$ cat src/rtl/bk_add_sched.sv
// Round-robin multi-precision add sequencer around one shared external adder.
// Carry is chained across the words of a burst with a second (+1) adder pass.
module bk_add_sched #(
    parameter int W    = 12,
    parameter int NREQ = 2,
    parameter int IDW  = 1
) (
    input  logic              clk,
    input  logic              rst,
    input  logic [NREQ-1:0]   req_valid,
    output logic [NREQ-1:0]   req_ready,
    input  logic [NREQ*W-1:0] req_a,
    input  logic [NREQ*W-1:0] req_b,
    input  logic [NREQ-1:0]   req_last,
    output logic [2*W-1:0]    add_in,
    input  logic [W:0]        add_out,
    output logic              rsp_valid,
    input  logic              rsp_ready,
    output logic [W-1:0]      rsp_sum,
    output logic              rsp_cout,
    output logic              rsp_last,
    output logic [IDW-1:0]    rsp_id
);

    typedef enum logic [2:0] {IDLE, WORD, PASS1, PASS2, RESP} state_t;

    state_t          state, state_nxt;
    logic [IDW-1:0]  g, ptr, rr_idx, hi_idx, lo_idx;
    logic            rr_hit, hi_hit, lo_hit;
    logic            cin, hs;
    logic [W-1:0]    op_a, op_b, s1, sum_r, sel_a, sel_b;
    logic            op_last, c1, cout_r, sel_last;

    function automatic logic [2*W-1:0] interleave(input logic [W-1:0] a, input logic [W-1:0] b);
        logic [2*W-1:0] v;
        for (int k = 0; k < W; k++) begin
            v[2*k]   = a[k];
            v[2*k+1] = b[k];
        end
        return v;
    endfunction

    function automatic logic [IDW-1:0] wrap_inc(input logic [IDW-1:0] i);
        if (i == IDW'(NREQ-1))
            return '0;
        return i + IDW'(1);
    endfunction

    // First valid requester at or after ptr; fall back to the lowest valid one (wrap).
    always_comb begin
        hi_hit = 1'b0;
        hi_idx = '0;
        lo_hit = 1'b0;
        lo_idx = '0;
        for (int j = NREQ-1; j >= 0; j--) begin
            if (req_valid[j]) begin
                lo_hit = 1'b1;
                lo_idx = IDW'(j);
                if (j >= int'(ptr)) begin
                    hi_hit = 1'b1;
                    hi_idx = IDW'(j);
                end
            end
        end
        rr_hit = lo_hit;
        rr_idx = hi_hit ? hi_idx : lo_idx;
    end

    always_comb begin
        sel_a     = '0;
        sel_b     = '0;
        sel_last  = 1'b0;
        req_ready = '0;
        for (int j = 0; j < NREQ; j++) begin
            if (g == IDW'(j)) begin
                sel_a        = req_a[j*W +: W];
                sel_b        = req_b[j*W +: W];
                sel_last     = req_last[j];
                req_ready[j] = (state == WORD) && req_valid[j];
            end
        end
        hs = |req_ready;
    end

    always_comb begin
        state_nxt = state;
        add_in    = '0;
        case (state)
            IDLE:    if (rr_hit) state_nxt = WORD;
            WORD:    if (hs) state_nxt = PASS1;
            PASS1: begin
                add_in    = interleave(op_a, op_b);
                state_nxt = cin ? PASS2 : RESP;
            end
            PASS2: begin
                add_in    = interleave(s1, W'(1));
                state_nxt = RESP;
            end
            RESP:    if (rsp_ready) state_nxt = op_last ? IDLE : WORD;
            default: state_nxt = IDLE;
        endcase
    end

    always_ff @(posedge clk or posedge rst) begin
        if (rst)
            state <= IDLE;
        else
            state <= state_nxt;
    end

    always_ff @(posedge clk or posedge rst) begin
        if (rst) begin
            g       <= '0;
            ptr     <= '0;
            cin     <= 1'b0;
            op_a    <= '0;
            op_b    <= '0;
            op_last <= 1'b0;
            s1      <= '0;
            c1      <= 1'b0;
            sum_r   <= '0;
            cout_r  <= 1'b0;
        end else begin
            case (state)
                IDLE: if (rr_hit) g <= rr_idx;
                WORD: begin
                    if (hs) begin
                        op_a    <= sel_a;
                        op_b    <= sel_b;
                        op_last <= sel_last;
                    end
                end
                PASS1: begin
                    s1 <= add_out[W-1:0];
                    c1 <= add_out[W];
                    if (!cin) begin
                        sum_r  <= add_out[W-1:0];
                        cout_r <= add_out[W];
                    end
                end
                PASS2: begin
                    // c1 and the +1 carry can never both be set, so OR is the true carry.
                    sum_r  <= add_out[W-1:0];
                    cout_r <= c1 | add_out[W];
                end
                RESP: begin
                    if (rsp_ready) begin
                        if (op_last) begin
                            cin <= 1'b0;
                            ptr <= wrap_inc(g);
                        end else begin
                            cin <= cout_r;
                        end
                    end
                end
                default: ;
            endcase
        end
    end

    assign rsp_valid = (state == RESP);
    assign rsp_sum   = sum_r;
    assign rsp_cout  = cout_r;
    assign rsp_last  = op_last;
    assign rsp_id    = g;

endmodule

$ cat config.mk
export PLATFORM = sky130hd
export DESIGN_NAME = bk_add_sched
export DESIGN_NICKNAME = d
export VERILOG_FILES = /design/src/rtl/bk_add_sched.sv
export SDC_FILE = /design/constraint.sdc
export NUM_CORES = 1
export LEC_CHECK = 0
export BUFFER_PORTS_ARGS = -buffer_cell sky130_fd_sc_hd__buf_2
export CORE_ASPECT_RATIO = 0.7
export CORE_MARGIN = 1.5
export CORE_UTILIZATION = 48
export DETAILED_ROUTE_END_ITERATION = 8
export PLACE_DENSITY = 0.79
export SLEW_MARGIN = 15
export SYNTH_ARGS = -nofsm -noshare
export SYNTH_HDL_FRONTEND = slang
export SYNTH_SLANG_ARGS = --single-unit
$ cat constraint.sdc
create_clock -name clk -period 2.35 [get_ports clk]
set_input_delay 0.235 -clock clk [delete_from_list [all_inputs] [get_ports clk]]
set_output_delay 0.235 -clock clk [all_outputs]
set_load 0.03 [all_outputs]
---- Word-level counts from Yosys, hierarchy flattened ----
Index checks and enable logic that the tools add are counted.
operators by class
  $add $sub $neg .......................... 1
  $mul .................................... 0
  div/mod/pow operators ................... 0
  magnitude comparators ................... 1
  equality and inequality tests ........... 8
  shift-type cells ........................ 0
  muxes and demuxes ....................... 31
  bitwise gates (word level) .............. 1
  reduce and logical (&&, ||, !) cells .... 11
operator list
  kind                 count
  $pmux 24 s2          1
  $mux 12              3
  $pmux 12 s2          1
  $mux 1               20
  $pmux 3 s5           1
  $mux 3               4
  $reduce_and 2->1     4
  $eq 3x2->1 const B   2
  $ne 2x2->1 const B   3
  $reduce_and 3->1     2
  $eq 3x1->1 const B   1
  $eq 3x3->1 const B   1
  $logic_not 3->1      1
  $logic_and 1x1->1    2
  $ne 2x1->1 const B   1
  $pmux 1 s2           1
  $reduce_bool 2->1    1
  $reduce_or 2->1      1
  $add 1x1->1 const B  1
  $ge 1x1->1 const A   1
  $or 1x1->1           1
word-level totals
  flip-flop bits (word level) ............. 57
  latch bits .............................. 0
  memory bits (writable) .................. 0
  ROM bits ................................ 0
  output and inout bits ................... 42
  word-level logic and storage cells ...... 64
  memories kept ........................... 0

---- Depth between registers and ports, before layout ----
  depth after elaboration ................. 6
  depth in mapped cells ................... 6
  depth with buffers taken out ............ 3

---- Worst setup path before layout ----
Ideal clock, no wire load.
  path type ............................... register to register
  start point ............................. reg state[0]
  end point ............................... reg cin
  library setup time ...................... 0.125 ns
  data arrival time ....................... 1.815 ns
  required time ........................... 2.225 ns
  slack ................................... 0.410 ns
  cell stages (with the launch flop) ...... 5
  period minus slack after synthesis ...... 1.940 ns
  cell sequence ........................... dfrtp_1 -> buf_4 -> nor3b_1 -> nand2_1 -> mux2_2
on the way
  word-level cells in the longest chain between the ends .. 2
RTL lines
  what                        line  RTL
  start: declaration          27    state_t state, state_nxt;
  start signal: assignment    108   state <= state_nxt;
  $eq 3x3->1                  n/a
  via rsp_valid               17    output logic rsp_valid,
  $reduce_and 2->1 (no line)  n/a
  end signal: assignment      152   cin <= cout_r;
  end: declaration            30    logic cin, hs;
The timed path passes the listed nets, and every way through them passes these cells.
A chain may end at the register's enable or synchronous reset.

---- Worst setup path in the final report ----
  start point ............................. reg state[1]
  end point ............................... out add_in[2]
on the way
  word-level cells in the longest chain between the ends .. 2
  elaborated cells on any way between the ends .. 3
  those cells by class .................... eq/ne: 2; mux: 1
RTL lines
  what              line  RTL
  $eq 3x2->1        88    case (state)
  $pmux 24 s2 (*)   88
  end: declaration  15    output logic [2*W-1:0] add_in,
Every way passes the cells marked *; elsewhere a longest branch is shown, timed or not.

==> impl_metrics.py <==
metrics = {
    "outcome": {
        "outcome": "completed",
    },
    "floorplan": {
        "core_area_sq_um": 5400,
        "rows": 22,
        "die_y_um": 66.6,
        "io_pins": 110,
        "die_w_um": 93.9,
        "start_util_pct": 51.4,
        "dieArea_sq_um": 6250,
    },
    "cells_and_area": {
        "regArea_sq_um": 1430,
        "fillers": 419,
        "syn_to_final_growth_pct": 30.6,
        "layout-drive-gt1-share_pct": 64.8,
        "postLayoutCellArea_sq_um": 3620,
        "finalNonFillerCells": 399,
        "diodes": 0,
        "multiInputGateArea_sq_um": 1250,
        "fin_nets": 391,
    },
    "clock_tree": {
        "clkTransAtPathRegs_ps": 60,
        "clkLatencyLatePin_ps": 330,
        "clock_sinks": 57,
        "clock-root-buffer": "clkbuf_8",
        "post_cts_buffers": 0,
        "numCtsBuffers": 9,
        "clockBufferDepth": 2,
        "cts_tree": "built",
        "h-tree-depth": 3,
    },
    "placement": {
        "io_buffers": 109,
        "placed_cells": 383,
        "placed_area_sq_um": 3390,
        "dp_slack_ps": 363,
        "gp_congestion": 0.796,
        "hpwl_um": 4530,
    },
    "power_and_ir_drop": {
        "combPwrFrac_pct": 43.8,
        "p_per_area_nw_per_um2": 1350,
        "vdd_drop_max_mv": 0.703,
        "p_sw_share_pct": 36.4,
        "switchingPower_mw": 1.78,
        "finalPower_mw": 4.90,
        "power_frac_clock_pct": 19.7,
        "seqPwrFrac_pct": 36.5,
        "power.internal_mw": 3.12,
        "p_leak_nw": 1.77,
    },
    "detailed_routing": {
        "drc": 0,
        "totalWireLength_um": 6120,
        "routed_via_density": 5.17,
        "drtPass1Iterations": 4,
        "vias": 2064,
        "wl_per_cell_um": 15.3,
        "ant_nets": 0,
        "drtIter0Drc": 71,
    },
    "yosys": {
        "ys_types": 31,
        "syn-num-nets": 275,
        "ys_top_cells_by_area": "dfrtp_1 51%, mux2_2 31%, a22o_1 3.8%",
        "synth_top_area_share_pct": 51.4,
        "synth_area_leader_cell": "dfrtp_1",
        "yosys_warnings": 0,
        "synth_area_sq_um": 2770,
        "yosysSeqAreaShare_pct": 51.4,
        "syn_area_per_cell_sq_um": 13.4,
        "synth_seq_cells": 57,
        "synthCells": 207,
    },
    "worst_setup_path": {
        "worst_r2r_endpoint": "op_b[1]",
        "cp.arrival_ps": 1950,
        "path_max_fanout": 26,
        "reg2reg_depth": 4,
        "timing.critical_path.to": "add_in[2]",
        "end_kind": "output pin",
        "cp_cell_sequence": "or2b_1 -> nor2_2 -> buf_6 -> a22o_1 -> buf_2",
        "setup.worst_path.start": "state[1]",
        "worstReg2RegStart": "state[0]",
        "path_class": "register to output pin",
        "crit_slowest_cell": "dfrtp_1",
        "slowest_delay_ps": 460,
        "reg2reg_setup_slack_ps": 340,
        "required_ps": 2120,
        "worstSetupStartpointType": "register",
    },
    "grt": {
        "gr-total-overflow": 0,
        "grt_usage_pct": 22.0,
        "antenna_found_initial": 0,
        "grt_pass1_vias": 2124,
        "grt_pass1_wl_um": 10100,
        "grt_max_degree": 32,
    },
    "timing": {
        "post-route-min-period_ps": 2190,
        "fmax_ghz": 0.458,
        "setup_viol": 0,
        "finalCritPeriodShare_pct": 93.0,
        "fin_setup_tns_ps": 0,
        "slew_headroom_pct": 62.4,
        "fin_skew_ps": 5.48,
        "hold_viol_final": 0,
        "worst_pin_slew_ps": 564,
        "rsz0062_at_grt": "false",
        "slew_violations": 0,
        "fin_ws_ps": 165,
    },
    "flow_run": {
        "maxCapViolCount": 0,
    },
    "hold_path": {
        "hold_class": "primary input to register",
        "hold-path-cell-count": 2,
    },
}
[power by group through the flow]
| stage | clock (mW) | sequential [mW] | combinational (mW) |
|---|---|---|---|
| after floorplan | 0 | 1.96 | 1.46 |
| after detailed placement | 0 | 1.80 | 2.16 |
| after global placement | 0 | 1.77 | 2.11 |
| final | 0.965 | 1.79 | 2.15 |
| after global routing | 1.03 | 1.85 | 2.31 |
| after CTS | 0.988 | 1.78 | 2.17 |
[layer usage]
layer	vias to the layer above	share of wire [%]	track usage, %
met5	-	0	0
met4	0	1.5	8.40
met3	10	7.2	7.88
met2	78	46	35.5
met1	1007	45	27.1
li1	969	-	-
[what timing repair did]
item / in CTS / in global routing
gates resized for setup: 0 / 1
endpoints found under the hold margin: 8 / 0
hold buffers: 1 / 0
endpoints found under the setup margin: 0 / 6
[area by class of cell]
cell class	instances	share of cell area (%)
clock inverters	2	0.967
multi-input cells	134	34.5
clock buffers	13	4.94
flip-flops and latches	57	39.4
well taps	72	2.49
inverters	3	0.311
repair buffers	118	17.4
[synth_stat cells (all sizes together)]
master,count
inv,3
nand3,1
o32ai,1
a21oi,4
or2b,1
nor3b,1
a21o,2
nand2b,2
o22a,1
a22o,12
or3,1
or3b,1
dfrtp,57
buf,9
nor3,2
nor2b,3
a31oi,1
a2bb2oi,1
nor2,6
and3b,1
nand2,5
clkbuf,4
and2,11
mux2i,1
mux2,76
[metrics by stage]
step,utilization (%),hold WS (ps)
after CTS,67.1,119
after global placement,62.9,151
final,67.1,127
after global routing,67.1,129
after floorplan,-,332
after detailed placement,62.9,151
[critical path, delay by kind of cell (launching register included)]
family	cells	cell delay, ps
AO/OA/AOI/OAI	1	180
buffers and inverters	2	450
flip-flops	1	460
AND/OR/NAND/NOR	2	510
[sequential cells by signal, indices dropped and copies added, names as in the netlist]
| signal | count |
|---|---|
| rsp_cout | 1 |
| op_b | 12 |
| ptr | 1 |
| rsp_last | 1 |
| cin | 1 |
| state | 3 |
| c1 | 1 |
| op_a | 12 |
| rsp_sum | 12 |
| rsp_id | 1 |
| s1 | 12 |
[layout by cell type (no fill, tap or decap), types with 2 or more instances in the layout]
cell	Yosys	final
buf_2	3	109
dfrtp_1	57	57
and2_1	11	11
nor2_1	5	5
nand2_1	5	5
clkbuf_8	0	13
nor2b_1	3	3
nand2b_1	2	2
mux2_2	76	76
inv_1	3	2
nor3_1	2	2
a21o_1	2	2
a21oi_1	3	3
buf_4	3	6
a22o_1	12	12
[how the worst min path moves through the flow]
stage | start | endpoint
after floorplan | req_valid[0] | rsp_id
after global placement | rst | op_b[9]
after detailed placement | rst | op_b[9]
after CTS | req_valid[0] | rsp_id
after global routing | add_out[11] | s1[11]
final | req_valid[0] | rsp_id
[kinds of logic after synthesis]
| kind of cell | share of synthesized area [%] |
|---|---|
| simple gates | 7.13 |
| buf+inv | 3.56 |
| flops | 51.4 |
| compound gates | 6.68 |
| mux | 31.2 |
No activity file was read; power rests on OpenSTA's default activity.
